[src/rtl/lcd_pkg.sv]
// lcd_pkg: shared command encodings, host FSM states and image size for the LCD host
package lcd_pkg;

    typedef enum logic [3:0] {
        CMD_WRITE       = 4'd0,
        CMD_SHIFT_UP    = 4'd1,
        CMD_SHIFT_DOWN  = 4'd2,
        CMD_SHIFT_LEFT  = 4'd3,
        CMD_SHIFT_RIGHT = 4'd4,
        CMD_MAX         = 4'd5,
        CMD_MIN         = 4'd6,
        CMD_AVERAGE     = 4'd7,
        CMD_CCW_ROTATE  = 4'd8,
        CMD_CW_ROTATE   = 4'd9,
        CMD_MIRROR_X    = 4'd10,
        CMD_MIRROR_Y    = 4'd11
    } lcd_cmd_e;

    typedef enum logic [2:0] {
        ST_IDLE,
        ST_FETCH,
        ST_LATCH,
        ST_WAIT_RDY,
        ST_ISSUE,
        ST_WAIT_ACK,
        ST_DRAIN,
        ST_FIN
    } host_state_e;

    localparam int IMG_WORDS = 64;

endpackage

[src/rtl/lcd_iram_monitor.sv]
// lcd_iram_monitor: sinks the controller's IRAM write stream, summing data and checking order/count
//   i_clear        : zero checksum and count (start of a run)
//   i_en           : high while the host is draining the image
//   i_valid/a/d    : controller IRAM write strobe, address, data
//   i_done         : controller image-write complete
//   o_checksum     : 14-bit wrapping sum of accepted data
//   o_wr_count     : accepted write count
//   o_err          : one-cycle pulse on an out-of-order address or a wrong final count
module lcd_iram_monitor #(
    parameter int IMG_WORDS = lcd_pkg::IMG_WORDS
) (
    input  logic        clk,
    input  logic        reset,
    input  logic        i_clear,
    input  logic        i_en,
    input  logic        i_valid,
    input  logic        i_done,
    input  logic [5:0]  i_a,
    input  logic [7:0]  i_d,
    output logic [13:0] o_checksum,
    output logic [6:0]  o_wr_count,
    output logic        o_err
);
    logic [13:0] r_checksum;
    logic [6:0]  r_wr_count;
    logic        w_hit;
    logic [6:0]  w_count_next;

    assign w_hit        = i_en && i_valid;
    // A write arriving with done is counted before the final count check.
    assign w_count_next = r_wr_count + 7'(w_hit);
    assign o_err        = (w_hit && i_a != r_wr_count[5:0]) ||
                          (i_en && i_done && w_count_next != 7'(IMG_WORDS));
    assign o_checksum   = r_checksum;
    assign o_wr_count   = r_wr_count;

    always_ff @(posedge clk or posedge reset) begin
        if (reset) begin
            r_checksum <= '0;
            r_wr_count <= '0;
        end else if (i_clear) begin
            r_checksum <= '0;
            r_wr_count <= '0;
        end else if (w_hit) begin
            r_checksum <= r_checksum + {6'd0, i_d};
            r_wr_count <= w_count_next;
        end
    end

endmodule

[src/rtl/lcd_cmd_host.sv]
// lcd_cmd_host: replays a command script from ROM to the LCD controller and sinks its image write
//   i_start                 : begin a run (honoured in IDLE/FIN only)
//   o_crom_rd/o_crom_a      : command ROM read, data returns on i_crom_q one cycle later
//   i_busy/i_done           : controller handshake; commands accepted only when busy is low
//   o_cmd/o_cmd_valid       : command and its one-cycle strobe
//   i_iram_valid/a/d        : controller IRAM write stream
//   o_host_busy/o_finished  : run in progress / run complete
//   o_checksum/o_wr_count   : image sum and write count
//   o_err                   : sticky error, cleared by reset or start
module lcd_cmd_host #(
    parameter int CMD_AW    = 6,
    parameter int IMG_WORDS = lcd_pkg::IMG_WORDS,
    parameter int ACK_TMO   = 4
) (
    input  logic              clk,
    input  logic              reset,
    input  logic              i_start,
    output logic              o_crom_rd,
    output logic [CMD_AW-1:0] o_crom_a,
    input  logic [3:0]        i_crom_q,
    input  logic              i_busy,
    input  logic              i_done,
    output logic [3:0]        o_cmd,
    output logic              o_cmd_valid,
    input  logic              i_iram_valid,
    input  logic [5:0]        i_iram_a,
    input  logic [7:0]        i_iram_d,
    output logic              o_host_busy,
    output logic              o_finished,
    output logic [13:0]       o_checksum,
    output logic [6:0]        o_wr_count,
    output logic              o_err
);
    import lcd_pkg::*;

    localparam int TW = $clog2(ACK_TMO + 1);

    host_state_e       r_state, w_next;
    logic [CMD_AW-1:0] r_crom_a;
    logic [3:0]        r_cmd;
    logic              r_forced;
    logic [TW-1:0]     r_tmo;
    logic              r_err;
    logic              w_go;
    logic              w_tmo;
    logic              w_mon_err;

    always_ff @(posedge clk or posedge reset) begin
        if (reset) r_state <= ST_IDLE;
        else       r_state <= w_next;
    end

    always_comb begin
        w_next = r_state;
        w_tmo  = 1'b0;
        w_go   = (r_state == ST_IDLE || r_state == ST_FIN) && i_start;
        case (r_state)
            ST_IDLE, ST_FIN: w_next = i_start ? ST_FETCH : r_state;
            ST_FETCH:        w_next = ST_LATCH;
            ST_LATCH:        w_next = ST_WAIT_RDY;
            ST_WAIT_RDY:     w_next = i_busy ? ST_WAIT_RDY : ST_ISSUE;
            ST_ISSUE:        w_next = ST_WAIT_ACK;
            ST_WAIT_ACK: begin
                w_tmo  = !i_busy && r_tmo == TW'(ACK_TMO - 1);
                w_next = i_busy ? (r_cmd == CMD_WRITE ? ST_DRAIN : r_forced ? ST_WAIT_RDY : ST_FETCH)
                                : (w_tmo ? ST_ISSUE : ST_WAIT_ACK);
            end
            ST_DRAIN:        w_next = i_done ? ST_FIN : ST_DRAIN;
            default:         w_next = ST_IDLE;
        endcase
    end

    always_ff @(posedge clk or posedge reset) begin
        if (reset) begin
            r_crom_a <= '0;
            r_cmd    <= '0;
            r_forced <= 1'b0;
            r_tmo    <= '0;
            r_err    <= 1'b0;
        end else begin
            if (w_go) r_crom_a <= '0;
            // A non-WRITE in the last ROM slot leaves the script unterminated, so a WRITE is appended.
            if (r_state == ST_LATCH) begin
                r_cmd    <= i_crom_q;
                r_forced <= (&r_crom_a) && i_crom_q != CMD_WRITE;
            end
            if (r_state == ST_ISSUE)
                r_tmo <= '0;
            else if (r_state == ST_WAIT_ACK && !i_busy)
                r_tmo <= r_tmo + TW'(1);
            if (r_state == ST_WAIT_ACK && i_busy && r_cmd != CMD_WRITE) begin
                if (r_forced) begin
                    r_cmd    <= CMD_WRITE;
                    r_forced <= 1'b0;
                end else begin
                    r_crom_a <= r_crom_a + CMD_AW'(1);
                end
            end
            r_err <= w_go ? 1'b0
                          : r_err | w_tmo | w_mon_err | (i_iram_valid && r_state != ST_DRAIN);
        end
    end

    lcd_iram_monitor #(.IMG_WORDS(IMG_WORDS)) u_mon (
        .clk        (clk),
        .reset      (reset),
        .i_clear    (w_go),
        .i_en       (r_state == ST_DRAIN),
        .i_valid    (i_iram_valid),
        .i_done     (i_done),
        .i_a        (i_iram_a),
        .i_d        (i_iram_d),
        .o_checksum (o_checksum),
        .o_wr_count (o_wr_count),
        .o_err      (w_mon_err)
    );

    assign o_crom_rd   = r_state == ST_FETCH;
    assign o_crom_a    = r_crom_a;
    assign o_cmd       = r_cmd;
    assign o_cmd_valid = r_state == ST_ISSUE;
    assign o_host_busy = !(r_state == ST_IDLE || r_state == ST_FIN);
    assign o_finished  = r_state == ST_FIN;
    assign o_err       = r_err;

endmodule

[config.mk]
export PLATFORM = sky130hd
export DESIGN_NAME = lcd_cmd_host
export DESIGN_NICKNAME = d
export VERILOG_FILES = /design/src/rtl/lcd_pkg.sv /design/src/rtl/lcd_iram_monitor.sv /design/src/rtl/lcd_cmd_host.sv
export SDC_FILE = /design/constraint.sdc
export NUM_CORES = 1
export LEC_CHECK = 0
export ABC_CLOCK_PERIOD_IN_PS = 3050
export CAP_MARGIN = 15
export CORE_AREA = 2 2 83 85
export DETAILED_ROUTE_END_ITERATION = 6
export DIE_AREA = 0 0 85 87
export GPL_ROUTABILITY_DRIVEN = 0
export PLACE_DENSITY = 0.7
export SYNTH_ARGS = -nofsm -noshare
export SYNTH_HDL_FRONTEND = slang
export SYNTH_HIERARCHICAL = 1
export SYNTH_SLANG_ARGS = --single-unit
[constraint.sdc]
create_clock -name clk -period 3.05 [get_ports clk]
set_input_delay 0.61 -clock clk [delete_from_list [all_inputs] [get_ports clk]]
set_output_delay 0.61 -clock clk [all_outputs]
set_load 0.01 [all_outputs]
==> results of run 1 <==
critical path, cell delays in order:
cell	delay [ps]
sky130_fd_sc_hd__clkdlybuf4s50_1	460
sky130_fd_sc_hd__ha_1	150
sky130_fd_sc_hd__inv_1	50
sky130_fd_sc_hd__fa_1	370
sky130_fd_sc_hd__nand2b_1	190
sky130_fd_sc_hd__a21oi_1	200
sky130_fd_sc_hd__o211ai_1	170
sky130_fd_sc_hd__a21boi_0	220
sky130_fd_sc_hd__mux2_2	350
registers in the layout (all words and copies together) (netlist names):
name / cells
u_mon/o_checksum: 14
u_mon/o_wr_count: 7
o_crom_a: 6
o_cmd: 4
r_state: 3
r_tmo: 3
o_err: 1
r_forced: 1
through the flow:
stage,util,std cells,total power [mW],setup WS (ps)
after floorplan,-,270,1.53,538
after global placement,0.489,402,1.89,158
after detailed placement,0.489,402,1.91,152
after CTS,0.506,410,2.37,468
after global routing,0.506,410,2.54,292
final,0.506,410,2.34,463
where the power goes:
part | switching (mW) | leakage [nW] | internal, mW | total, mW
Sequential | 0.156 | 0.516 | 0.649 | 0.804
Clock | 0.194 | 0.0581 | 0.244 | 0.437
Combinational | 0.539 | 0.861 | 0.562 | 1.10
worst max path at each step:
stage           startpoint                    to  cells past startpoint
3_3_place_gp   i_iram_d[0]  u_mon/o_checksum[10]                      9
5_1_grt        i_iram_d[0]  u_mon/o_checksum[10]                      9
3_5_place_dp   i_iram_d[0]  u_mon/o_checksum[10]                      9
6_report       i_iram_d[0]  u_mon/o_checksum[10]                      9
2_1_floorplan   r_state[0]                 o_err                     13
4_1_cts        i_iram_d[0]  u_mon/o_checksum[10]                      9
kinds of logic (layout without fill, tap and decap cells):
kind of cell | after synthesis | after routing | share of synthesized area
AND/OR/NAND/NOR | 109 | 109 | 0.240
AO/OA/AOI/OAI | 54 | 54 | 0.147
flip-flops | 39 | 39 | 0.382
buffers and inverters | 24 | 84 | 0.0446
XOR/XNOR | 18 | 18 | 0.0617
adder cells (fa/ha/maj) | 14 | 14 | 0.0715
multiplexers | 12 | 12 | 0.0524
layout by cell type (no fill, tap or decap), types with 2 or more instances in the layout:
master / n
sky130_fd_sc_hd__nor2b_1: 8
sky130_fd_sc_hd__and3_1: 4
sky130_fd_sc_hd__o211ai_1: 2
sky130_fd_sc_hd__buf_4: 4
sky130_fd_sc_hd__clkinv_2: 2
sky130_fd_sc_hd__a21oi_1: 17
sky130_fd_sc_hd__nor3b_1: 6
sky130_fd_sc_hd__a21o_1: 5
sky130_fd_sc_hd__a22o_1: 5
sky130_fd_sc_hd__clkdlybuf4s50_1: 59
sky130_fd_sc_hd__nand3_1: 7
sky130_fd_sc_hd__dfrtp_1: 39
sky130_fd_sc_hd__mux2_2: 7
sky130_fd_sc_hd__nand2b_1: 3
sky130_fd_sc_hd__mux2i_1: 4
sky130_fd_sc_hd__a31oi_1: 2
sky130_fd_sc_hd__o21ai_0: 5
sky130_fd_sc_hd__inv_1: 12
sky130_fd_sc_hd__a211oi_1: 4
sky130_fd_sc_hd__nor2_1: 33
sky130_fd_sc_hd__nand4_1: 6
sky130_fd_sc_hd__nor3_1: 6
sky130_fd_sc_hd__xor2_1: 5
sky130_fd_sc_hd__clkbuf_8: 5
sky130_fd_sc_hd__or4_1: 2
sky130_fd_sc_hd__nand2_1: 19
sky130_fd_sc_hd__xnor2_1: 13
sky130_fd_sc_hd__nand4b_1: 2
sky130_fd_sc_hd__ha_1: 13
sky130_fd_sc_hd__and2_1: 2
sky130_fd_sc_hd__and4_1: 2
sky130_fd_sc_hd__a21boi_0: 2
area by class of cell:
class	count	area, µm²	area share
clock buffers	5	68.8	0.0207
well taps	80	100	0.0301
flip-flops and latches	39	976	0.294
multi-input cells	207	1460	0.441
inverters	13	50.0	0.0151
repair buffers	63	621	0.187
clock inverters	3	43.8	0.0132
routing by layer:
layer,track usage,part of all wire,up-vias
met3,0.0360,0.050,6
met4,0.0476,0.0095,0
li1,-,-,1075
met2,0.278,0.47,58
met5,0,0,-
met1,0.224,0.47,1051
==> results.txt, run 1 <==
The run finished with clean final reports. The logs give 270 for the number of standard cells after synthesis and 0 for the DRC violations left. Yosys instantiated no cell more often than sky130_fd_sc_hd__dfrtp_1. The run gives 0 as the number of buffers inserted by hold repair at cts. The share of final-layout standard cells stronger than drive strength 1 came out at 0.0970. The number of global-route vias before repair was 2,236; the number of buffers added by the clock tree synthesis step was 5. The share of Yosys cell area claimed by the top area cell type is 0.382. The number of nets at the end of the flow was 367.

The max-slew violation count is 0. In this run the post-CTS setup repair buffer count came out at 0. Yosys printed 6 warnings. Summed over all layers, the global routing overflow is 0. The critical path in this run is classified as in -> reg.

From synthesis to final layout, the design area changed by 30.1%. The worst endpoint data arrival time was 2770 ps. The number of enable-type register cells in the synthesized netlist is 0, and the total number of vias is 2,190. The startpoint identified for the worst hold timing path is r_tmo[1]. sky130_fd_sc_hd__dfrtp_1 takes more of the synthesized area than any other cell. The number of flip-flops and latches in the synthesized netlist was 39. Ranked by total cell area, the synthesized netlist is headed by sky130_fd_sc_hd__dfrtp_1, sky130_fd_sc_hd__ha_1, sky130_fd_sc_hd__nor2_1, sky130_fd_sc_hd__xnor2_1, sky130_fd_sc_hd__a21oi_1.

The die is 85 µm wide. The slew of the pin with the lowest slew margin was 865 ps. Hold timing on the final database bottoms out at a slack of 533 ps. The finished cells cover 3320 µm². For this design the static power due to leakage is 1.43 nW. Overall die area: 7400 µm².

Derived from the worst setup path, the maximum achievable clock frequency is 387 MHz. Initial standard-cell utilization of the core: 0.389. In the final routed layout, each cell accounts on average for 14.1 µm.

For the worst-skew pair, the clock arrives at the later sink with an insertion delay of 290 ps. STA classifies the critical path startpoint as an input port. The via-per-instance ratio is 5.34. The worst register-to-register path begins at r_state[2].

The worst relative slew slack was 0.423. Setup violations remaining at the end of the flow were counted as 0. The final routed wirelength across all metal layers was 5790 µm; the number of nets with antenna violations after detailed routing was 0. The logs give 6570 µm² for the floorplan core area and 0 for the number of antenna violations at the first check in global routing.

Once placement finished, the instance area stood at 3210 µm². The worst register-to-register path ends at o_err. By count the netlist is led by sky130_fd_sc_hd__dfrtp_1, sky130_fd_sc_hd__nor2_1, sky130_fd_sc_hd__nand2_1. The top fanout value on the critical path is 3.

For the final routed database, the setup TNS stands at 0 ps. The number of hold violations in the final report came out at 0. The average instance in the mapped netlist occupies 9.46 µm².

TritonCTS built the clock tree. The run gives 2 as the number of buffers between clock root and the deepest sink. The total of buffers placed on input and output ports works out to 59. The type of the most critical hold path was reg -> reg. Worst-case hold path end point: r_tmo[1].

The number of different library cells used by synthesis comes to 56. For the post-CTS resize count, the log shows 0. The number of nets in the synthesized netlist is 308.

Antenna cell count: 0. Pin placement for this block handled 60 I/O pins. The H-tree generated during clock tree synthesis spans 2 levels.

Setup repair after global routing left no endpoint under its margin. The share of the clock period used by the worst path was 0.848. The DRC marker count from the first detailed-route iteration was 56.

Critical path capture point type: a register. The tools report the root buffer selected by CTS as sky130_fd_sc_hd__clkbuf_8. The worst vdd rail ir drop is 0.470 mV, and the async set-or-reset flop fraction in the synthesized netlist is 1.00. Cell depth of the worst min-delay path: 1. The worst path in the final design needs a cycle of 2590 ps, including I/O delays and setup.

The share of the yosys chip area belonging to registers was 0.382. Clock-pin slew was measured on the worst setup and hold paths at 80 ps. For the internal reg-to-reg setup slack, the log shows 520 ps.

Measured along the y axis, the die boundary spans 87 µm. Fill cells in the final layout number 648. Once detailed placement completed, the half-perimeter wirelength came to 4190 µm. Data on the critical path is required at its endpoint by 3230 ps. For this design, the sink count on the clock tree is 39. The post-synthesis instance area is 2550 µm², and the floorplan row count is 30. The first global-routing pass estimated 10,200 µm of wire.

Entering global routing, the biggest net connects 35 pins. Top flip-flop cell by instance count after synthesis: sky130_fd_sc_hd__dfrtp_1. Clock skew on the completed layout was measured at 4.94 ps.

The all-layer global routing usage was 0.169; the count of max-cap constraint violations was 0. The pre-antenna-repair detailed-routing pass consisted of 4 iterations. Cell area power density: 705 nW/µm². The number of cells on the worst reg-to-reg path is 11.
Power figures use the tool's default switching activity.
==> inputs of run 2 (changes only) <==
--- a/config.mk
+++ b/config.mk
@@ -5,7 +5,7 @@
 export SDC_FILE = /design/constraint.sdc
 export NUM_CORES = 1
 export LEC_CHECK = 0
-export ABC_CLOCK_PERIOD_IN_PS = 3050
+export ABC_CLOCK_PERIOD_IN_PS = 2400
 export CAP_MARGIN = 15
 export CORE_AREA = 2 2 83 85
 export DETAILED_ROUTE_END_ITERATION = 6
==> constraint.sdc (replaced) <==
create_clock -name clk -period 2.4 [get_ports clk]
set_input_delay 0.48 -clock clk [delete_from_list [all_inputs] [get_ports clk]]
set_output_delay 0.48 -clock clk [all_outputs]
set_load 0.01 [all_outputs]
==> results.txt, run 2 (same netlist as run 1, synthesis figures left out) <==
The I/O pin total is 60 (unchanged). Via-per-instance ratio: 5.21 (-2.5%). The initial standard-cell utilization of the core was 0.389 (unchanged).

The tools report the final routed wirelength across all metal layers as 5880 µm (+1.6%). The length in cells of the worst reg-to-reg path is 12 (+1). For the critical path data required time, the log shows 2570 ps (-660 ps). The least setup slack across all paths after layout is 71.9 ps (-391 ps), and the DRC violations left is 0 (unchanged). The setup skew after layout was 6.91 ps (+1.98 ps); the vertical die dimension was 87 µm (unchanged).

Clock tree synthesis selected as its root buffer the cell sky130_fd_sc_hd__clkbuf_8. Based on the critical path, the design can be clocked at up to 430 MHz. The floorplan row count is 30 (unchanged).

The run gives 9960 µm (-2.5%) as the global-route wire length before repair. The run gives 0 (unchanged) as the max-slew violation count. Commonest non-fill, non-tap cell in the layout: sky130_fd_sc_hd__clkdlybuf4s50_1.

The final-layout fill cell count was 609 (-6.0%). The number of global-route vias before repair is 2,243 (+0.31%). The tools report the kind of launch point of the worst setup path as an input port. The cell total after placement was 417 (+3.7%); the count of clock tree sinks was 39 (unchanged). TritonCTS built the clock tree. For the number of antenna violations at the first check in global routing, the log shows 0 (unchanged). The tools report the worst relative slew slack as 0.543 (+0.121). The DRC marker count from the first detailed-route iteration was 50 (-11%); the total number of vias was 2,219 (+1.3%). The share of the clock period used by the worst path is 0.970. The floorplan core area is 6570 µm² (unchanged). The number of buffers added by the clock tree synthesis step was 5 (unchanged).

For the clock insertion delay at the later pin of the skew report, the log shows 290 ps (about the same). The logs give 0 (unchanged) for the count of max-cap constraint violations and 0 (unchanged) for the residual overflow from global routing. The routed wire length per instance is 13.8 µm (-2.2%), and the first-pass iteration count of the detailed router is 4 (unchanged). Worst vdd rail ir drop: 0.579 mV (+23%). In this run the critical register-to-register path is captured at o_err. The non-filler instance count after layout is 426 (+3.9%), and the internal reg-to-reg setup slack is 200 ps (-320 ps). The final count of negative-setup-slack endpoints is 0 (unchanged). The run gives 0 (unchanged) as the number of nets with antenna violations after detailed routing. The total of buffers placed on input and output ports was 59 (unchanged); the post-synthesis to final-layout area growth was 36.9%. The worst min-delay path startpoint was r_tmo[1]. Half-perimeter wire length after placement: 4330 µm (+3.3%). The startpoint of the most critical register-to-register path is r_state[1]. The path class of the tightest hold or removal check is reg -> reg.

The antenna cell count was 0 (unchanged); the minimum period implied by the final worst setup slack was 2330 ps. Overall die area: 7400 µm² (unchanged). The number of flip-flops in the largest register came out at 14 (unchanged).

The flow ran to the end, and the final reports show no timing, DRC or antenna violations. Share of final-layout standard cells stronger than drive strength 1: 0.168 (+0.0707). The maximum number of pins on one net before global-route repair is 22 (-37%), and the reported leakage power is 1.52 nW (+6.2%). The number of nets at the end of the flow came out at 383 (+4.4%). The cell area power density was 879 nW/µm² (+25%); the die boundary width was 85 µm (unchanged). The top cell types in the final layout, fill and taps aside, are sky130_fd_sc_hd__clkdlybuf4s50_1, sky130_fd_sc_hd__dfrtp_1, sky130_fd_sc_hd__nor2_1, sky130_fd_sc_hd__buf_4, sky130_fd_sc_hd__nand2_1. The worst hold path terminates at r_tmo[1]. For the worst endpoint data arrival time, the log shows 2500 ps (-270 ps). The deepest level of the CTS H-tree was 2 (unchanged); the cell depth of the worst min-delay path was 1 (unchanged). The number of buffers inserted by hold repair at cts was 0 (unchanged). The logs give 0 (unchanged) for the number of hold violations in the final report and -409 ps (-561 ps) for the pre-CTS setup slack. Post-CTS clock slew at the launch and capture registers of the worst setup and hold paths: 80 ps (about the same). The number of buffers between clock root and the deepest sink was 2 (unchanged). The critical path class was in -> reg.

STA classifies the critical path endpoint as a register. The slew of the pin with the lowest slew margin is 684 ps (-181 ps). The top fanout value on the critical path works out to 3 (unchanged).

The all-layer global routing usage was 0.165 (-0.00396).
## run 2: cell count changes in the layout (fill, tap and decap cells not counted), sizes merged
| cell | previous run | this run |
|---|---|---|
| buf | 4 | 20 |
## run 2: cell type report
type | count | area (µm²) | share of cell area
Tap cell | 80 | 100 | 0.0286
Clock buffer | 5 | 68.8 | 0.0197
Clock inverter | 3 | 43.8 | 0.0125
Inverter | 13 | 50.0 | 0.0143
Multi-Input combinational cell | 207 | 1520 | 0.434
Timing Repair Buffer | 79 | 741 | 0.212
Sequential cell | 39 | 976 | 0.279
## run 2: power breakdown
| part | total [mW] | switching [mW] | internal [mW] |
|---|---|---|---|
| Sequential | 0.990 | 0.165 | 0.825 |
| Combinational | 1.54 | 0.749 | 0.791 |
| Clock | 0.544 | 0.234 | 0.310 |
| Total | 3.07 | 1.15 | 1.93 |
## run 2: worst max-delay path by stage
stage,from,endpoint,depth (start not counted)
floorplan,r_state[1],o_err,13
global placement,i_iram_d[0],u_mon/o_checksum[10],9
detailed placement,i_iram_d[0],u_mon/o_checksum[10],9
CTS,i_iram_d[0],u_mon/o_checksum[12],9
global route,i_iram_d[0],u_mon/o_checksum[10],9
finish,i_iram_d[0],u_mon/o_checksum[10],9
## run 2: repair_timing
action	4_1_cts	5_1_grt
pin swaps	4	3
gates resized for setup	2	8
setup buffers	0	1
setup endpoints to repair	3	4
cloned	0	0
## run 2: per-layer routing
layer  vias up  part of all wire  track usage
met5         -                 0            0
met4         0            0.0037       0.0346
met3         2             0.050       0.0389
met2        51              0.49        0.292
met1      1062              0.46        0.205
li1       1104                 -            -
## run 2: through the flow
stage,power [mW],setup TNS [ps],instance area (µm²),hold WS [ps],utilization
after floorplan,1.96,0,2570,419,-
after global placement,2.48,-1350,3330,497,0.507
after detailed placement,2.52,-1560,3330,513,0.507
after CTS,3.09,0,3450,534,0.525
after global routing,3.32,-3.47,3500,568,0.532
final,3.07,0,3500,533,0.532
## run 2: critical path: stages
cell	delay (ps)
sky130_fd_sc_hd__clkdlybuf4s50_1	460
sky130_fd_sc_hd__ha_2	170
sky130_fd_sc_hd__inv_1	50
sky130_fd_sc_hd__fa_2	330
sky130_fd_sc_hd__nand2b_4	170
sky130_fd_sc_hd__a21oi_4	130
sky130_fd_sc_hd__o211ai_1	160
sky130_fd_sc_hd__a21boi_1	200
sky130_fd_sc_hd__mux2_2	340
